## config.mk

```make
export PLATFORM = sky130hd
export DESIGN_NAME = jk_mode_counter
export DESIGN_NICKNAME = d
export VERILOG_FILES = /design/src/rtl/jk_mode_counter.sv
export SDC_FILE = /design/constraint.sdc
export NUM_CORES = 1
export LEC_CHECK = 0
export CAP_MARGIN = 20
export CORE_AREA = 2 2 39 41
export DETAILED_ROUTE_END_ITERATION = 16
export DIE_AREA = 0 0 41 43
export PLACE_DENSITY = 0.88
export SLEW_MARGIN = 40
export SYNTH_ARGS = -nofsm -noshare
export SYNTH_HDL_FRONTEND = slang
export SYNTH_SLANG_ARGS = --single-unit
```

## constraint.sdc

```tcl
create_clock -name clk -period 2.95 [get_ports clk]
set_input_delay 0.59 -clock clk [delete_from_list [all_inputs] [get_ports clk]]
set_output_delay 0.59 -clock clk [all_outputs]
set_load 0.01 [all_outputs]
```

## src/rtl/jk_mode_counter.sv

```systemverilog
// Multi-bit JK register/counter: every mode is reduced to per-bit J/K drives
// that feed one shared array of JK cells.
module jk_mode_counter #(
  parameter int WIDTH    = 4,
  parameter int MOD      = 16,
  parameter bit SATURATE = 1'b0
) (
  input  logic             clk,
  input  logic             rst_n,
  input  logic [1:0]       mode,
  input  logic             up_dn,
  input  logic [WIDTH-1:0] j,
  input  logic [WIDTH-1:0] k,
  input  logic [WIDTH-1:0] d,
  output logic [WIDTH-1:0] q,
  output logic             tc,
  output logic             wrap
);

  typedef enum logic [1:0] {
    MODE_HOLD  = 2'b00,
    MODE_COUNT = 2'b01,
    MODE_LOAD  = 2'b10,
    MODE_RAW   = 2'b11
  } mode_t;

  // Top of the count range; comparing against MAX_Q keeps all arithmetic in WIDTH bits.
  localparam logic [WIDTH-1:0] MAX_Q  = WIDTH'(MOD - 1);
  localparam logic [WIDTH-1:0] ZERO_Q = '0;
  localparam logic [WIDTH-1:0] ONE_Q  = WIDTH'(1);

  mode_t            mode_sel;
  logic [WIDTH-1:0] target;
  logic [WIDTH-1:0] j_drv;
  logic [WIDTH-1:0] k_drv;
  logic             wrap_next;

  assign mode_sel = mode_t'(mode);

  always_comb begin
    target    = q;
    wrap_next = 1'b0;
    case (mode_sel)
      MODE_LOAD: target = (d > MAX_Q) ? MAX_Q : d;
      MODE_COUNT: begin
        if (q > MAX_Q) begin
          target = ZERO_Q;
        end else if (up_dn) begin
          if (q == MAX_Q) begin
            target    = SATURATE ? q : ZERO_Q;
            wrap_next = !SATURATE;
          end else begin
            target = q + ONE_Q;
          end
        end else begin
          if (q == ZERO_Q) begin
            target    = SATURATE ? q : MAX_Q;
            wrap_next = !SATURATE;
          end else begin
            target = q - ONE_Q;
          end
        end
      end
      default: target = q;
    endcase
  end

  // COUNT/LOAD reach their target by toggling exactly the bits that differ.
  always_comb begin
    j_drv = '0;
    k_drv = '0;
    case (mode_sel)
      MODE_RAW: begin
        j_drv = j;
        k_drv = k;
      end
      MODE_COUNT, MODE_LOAD: begin
        j_drv = q ^ target;
        k_drv = q ^ target;
      end
      default: begin
        j_drv = '0;
        k_drv = '0;
      end
    endcase
  end

  assign tc = (mode_sel == MODE_COUNT) &&
              ((up_dn && (q == MAX_Q)) || (!up_dn && (q == ZERO_Q)));

  always_ff @(posedge clk or negedge rst_n) begin
    if (!rst_n) begin
      q    <= '0;
      wrap <= 1'b0;
    end else begin
      for (int i = 0; i < WIDTH; i++) begin
        case ({j_drv[i], k_drv[i]})
          2'b01:   q[i] <= 1'b0;
          2'b10:   q[i] <= 1'b1;
          2'b11:   q[i] <= ~q[i];
          default: q[i] <= q[i];
        endcase
      end
      wrap <= wrap_next;
    end
  end

endmodule

```

# Word-level counts from Yosys, hierarchy flattened
# Index checks and enable logic that the tools add are counted.
# totals
reg_bits	5
word_cells	58
# classes
add_sub_neg	2
n_lt_le_gt_ge	2
eq_ne	16
muxes	17
bitwise	5
n_reduce_logical	11
# ops
operator	count
case mux 4 bit (2 select lines)	3
equality test 2 bit, second input constant	10
2-to-1 mux 4 bit	5
case mux 1 bit (3 select lines)	4
nonzero test 3 bit	4
equality test 2 x 1 -> 1 bit, second input constant	5
greater-than comparator 4 bit, second input constant	2
2-to-1 mux 1 bit	5
adder 4 x 1 -> 4 bit, second input constant	1
equality test 4 bit, second input constant	1
logical NOT 4 bit	1
NOT 1 bit	4
subtractor 4 x 1 -> 4 bit, second input constant	1
bitwise XOR 4 bit	1
logical AND 1 bit	3
OR reduction 2 bit	1
logical NOT 1 bit	1
logical OR 1 bit	1

# Logic depth before layout (Yosys ltp)
# depth
ltp_word	9
mapped_depth	6

# Worst setup path before layout
# OpenSTA, ideal clock, no wires.
# synth_timing
kind	register -> output
from	register q[0]
to	output tc
arrival_time_ps	1156
t_required_ps	2360
setup_slack_ps	1204
stages_incl_launch_ff	6
n_path_buf	0
cell_sequence	dfrtp_1 inv_1 ha_1 nand2b_1 o31ai_1 and2_1
# synth_between
elab_chain_len	4
word_cells_on_any_way	6
# synth_rtl
item	line	source
from (decl)	15	output logic [WIDTH-1:0] q,
from (signal, indexed assignment)	100	2'b11: q[i] <= ~q[i];
from (signal, indexed assignment)	101	default: q[i] <= q[i];
equality test 4 bit or logical NOT 4 bit (tied branches)	89	((up_dn && (q == MAX_Q)) || (!up_dn && (q == ZERO_Q)));
logical AND 1 bit	89	
logical OR 1 bit (*)	89	
logical AND 1 bit (*)	88	assign tc = (mode_sel == MODE_COUNT) &&
to (decl)	16	output logic tc,
# Mark *: on every way between the ends. The rest lies on a longest branch, timed or not.

# Worst setup path in the final report
# layout_timing
from	input up_dn
to	output tc
# layout_between
elab_chain_len	4
word_cells_on_any_way	5
# layout_rtl
item	line	source
from (decl)	11	input logic up_dn,
logical NOT 1 bit	89	
logical AND 1 bit	89	
logical OR 1 bit (*)	89	
logical AND 1 bit (*)	88	
# Marked as above.

==> results.py <==
metrics = {
    "status": {
        "outcome": "finished clean",
    },
    "power_and_ir_drop": {
        "swShare_pct": 39.42,
        "p_int_uw": 267.3,
        "p_leak_nw": 0.3456,
        "p_sw_uw": 173.9,
        "vdd_drop_max_mv": 0.2569,
        "p_clk_share_pct": 18.2,
        "power_frac_comb_pct": 51.9,
        "power.density_nw_per_um2": 548.4,
        "seqPwrFrac_pct": 29.9,
    },
    "floorplan": {
        "die_area_um2": 1763,
        "start_util_pct": 39.42,
        "ioPinCount": 23,
        "design.core.area_um2": 1384,
        "fp.dieW_um": 41,
        "die_h_um": 43,
        "row_count": 14,
    },
    "cts": {
        "cts_sinks": 5,
        "cts_buffers": 3,
        "cts-resized-gates": 0,
        "cts_tree": "done",
        "clkTransAtPathRegs_ns": 0.05,
        "clk-insertion-delay-late_ns": 0.24,
        "cts-root-buf": "clkbuf_4",
        "cts_hold_buf": 0,
        "post-cts-setup-buffer-count": 0,
        "htree_levels": 1,
        "clockBufferDepth": 2,
    },
    "cells_and_area": {
        "n_antenna_cell": 0,
        "final_common_cell": "clkdlybuf4s50_1",
        "nNetsFinal": 115,
        "layout_common_cells": "clkdlybuf4s50_1, ha_1, a21oi_1",
        "area_delta_synth_final_pct": 47.48,
        "final_util_pct": 58.14,
        "final_layout_size_suffix_gt1_share_pct": 7.778,
    },
    "detailed_routing": {
        "post-route-drc-count": 0,
        "postRouteAntennaNets": 0,
        "wl_met1_um": 565,
        "vias": 612,
        "dr_wl_met2_um": 725,
        "drt_pass1_iterations": 5,
        "drtIter0Drc": 25,
        "routedWlPerCell_um": 13.37,
        "wirelength_mm": 1.417,
        "highest_layer": "met4",
        "wl_met3_um": 103,
        "vias_per_cell": 5.774,
    },
    "sta": {
        "drv_slew": 0,
        "tns_ns": 0,
        "finClkSkew_ns": 0.006455,
        "rsz0062_at_grt": "no",
        "max_slew_margin_pct": 72.93,
        "fin_crit_sh_pct": 92.65,
        "hold_viol": 0,
        "setup_violations": 0,
        "fin_crit_ns": 2.733,
        "fmax_mhz": 365.9,
        "tightest_slew_ns": 0.4060,
    },
    "setup_path": {
        "worstPathMaxFanout": 7,
        "crit_required_ns": 2.36,
        "critPathKind": "input port to output pin",
        "regToRegSetupSlack_ns": 1.25,
        "r2r-end": "q[1]$_DFFE_PN0P_",
        "critPathLaunchType": "input port",
        "end_kind": "output pin",
        "reg2reg_from": "q[0]$_DFFE_PN0P_",
        "crit_arrival_ns": 2.14,
        "reg2regPathDepth": 6,
    },
    "global_route": {
        "first_global_vias": 599,
        "grt_pass1_wl_mm": 2.401,
        "gr-usage-all-layers_pct": 19.22,
        "antenna_found_initial": 0,
        "overflow": 0,
        "grt_max_degree": 14,
    },
    "placed_design": {
        "post-dp-hpwl_mm": 1.093,
        "port_buffers": 22,
        "place_congestion": 0.8324,
    },
    "synthesis": {
        "syn_area_per_cell_um2": 8.393,
        "synth.net_count": 89,
        "synth.distinct_cells": 29,
        "synthCells": 65,
        "ys_warn_count": 0,
        "syn_area_um2": 545.5,
        "ys_seq_area_share_pct": 22.94,
        "yosys_register_bits": 5,
    },
    "min_path": {
        "hp-class": "input port to asynchronous set/reset pin",
    },
    "run": {
        "drv_cap": 0,
    },
}
registers in the layout, indices dropped and copies added (netlist names):
name  count
q         4
wrap      1
cell type report:
cell class | instances | area (µm²)
Clock buffer | 4 | 26.28
Timing Repair Buffer | 22 | 220.2
Sequential cell | 5 | 125.1
Multi-Input combinational cell | 54 | 394.1
Inverter | 5 | 18.77
Fill cell | 127 | 579.3
Tap cell | 16 | 20.02
per-layer routing:
| metal | track usage (%) | vias to the layer above |
|---|---|---|
| met2 | 29.38 | 34 |
| met3 | 1.571 | 4 |
| met5 | 0 | - |
| met4 | 11.33 | 0 |
| met1 | 24.92 | 285 |
| li1 | - | 289 |
logic make-up after synthesis:
family	share of synthesized area, %
AO/OA/AOI/OAI	31.42
XOR/XNOR	3.212
adder cells (fa/ha/maj)	16.05
buffers and inverters	4.817
flip-flops	22.94
AND/OR/NAND/NOR	21.56
metrics by stage:
step                      setup WS, ns  total power, mW  instance area (µm²)  cells  hold slack, ns
after floorplan                  1.204           0.2637                545.5     65          0.2944
after global routing            0.1385           0.4747                804.5    106          0.5862
after global placement          0.3109           0.3481                778.2    102          0.6112
after detailed placement        0.2410           0.3568                778.2    102          0.6151
final                           0.2169           0.4412                804.5    106          0.5633
after CTS                       0.2348           0.4402                804.5    106          0.5591
cells in the mapped netlist (all sizes together):
cell type,n,share of area (%)
nand4,1,1.1
nand3,2,1.8
a21o,1,1.6
and2b,1,1.8
a21oi,6,5.5
o21ai,5,4.6
inv,5,3.4
nor2b,1,1.6
a32o,1,1.8
a211oi,1,1.4
and2,3,3.4
xnor2,1,1.6
a22o,1,1.6
nor2,5,3.4
o311a,1,1.8
buf,1,1.4
nand2b,4,5.0
a221oi,2,3.2
a21boi,1,1.4
or4b,1,1.8
dfrtp,5,23
o221ai,1,1.6
o31ai,3,4.1
xor2,1,1.6
a22oi,2,2.8
ha,7,16
nand2,2,1.4
worst max-delay path by stage:
stage / from / to / depth (start not counted)
floorplan: q[0]$_DFFE_PN0P_ / tc / 5
CTS: up_dn / tc / 5
finish: up_dn / tc / 4
detailed placement: up_dn / tc / 5
global placement: up_dn / tc / 5
global route: up_dn / tc / 5
power groups by stage:
stage	sequential, mW	combinational (mW)	clock [mW]
detailed placement	0.130	0.227	0
finish	0.132	0.229	0.0801
CTS	0.129	0.228	0.0836
global route	0.135	0.256	0.0837
global placement	0.129	0.219	0
floorplan	0.121	0.143	0
critical path, cell delays in order:
cell	delay (ns)
clkdlybuf4s50_1	0.53
o31ai_1	0.30
and2_1	0.18
clkdlybuf4s50_1	0.54
(Power assumes the default switching activity.)
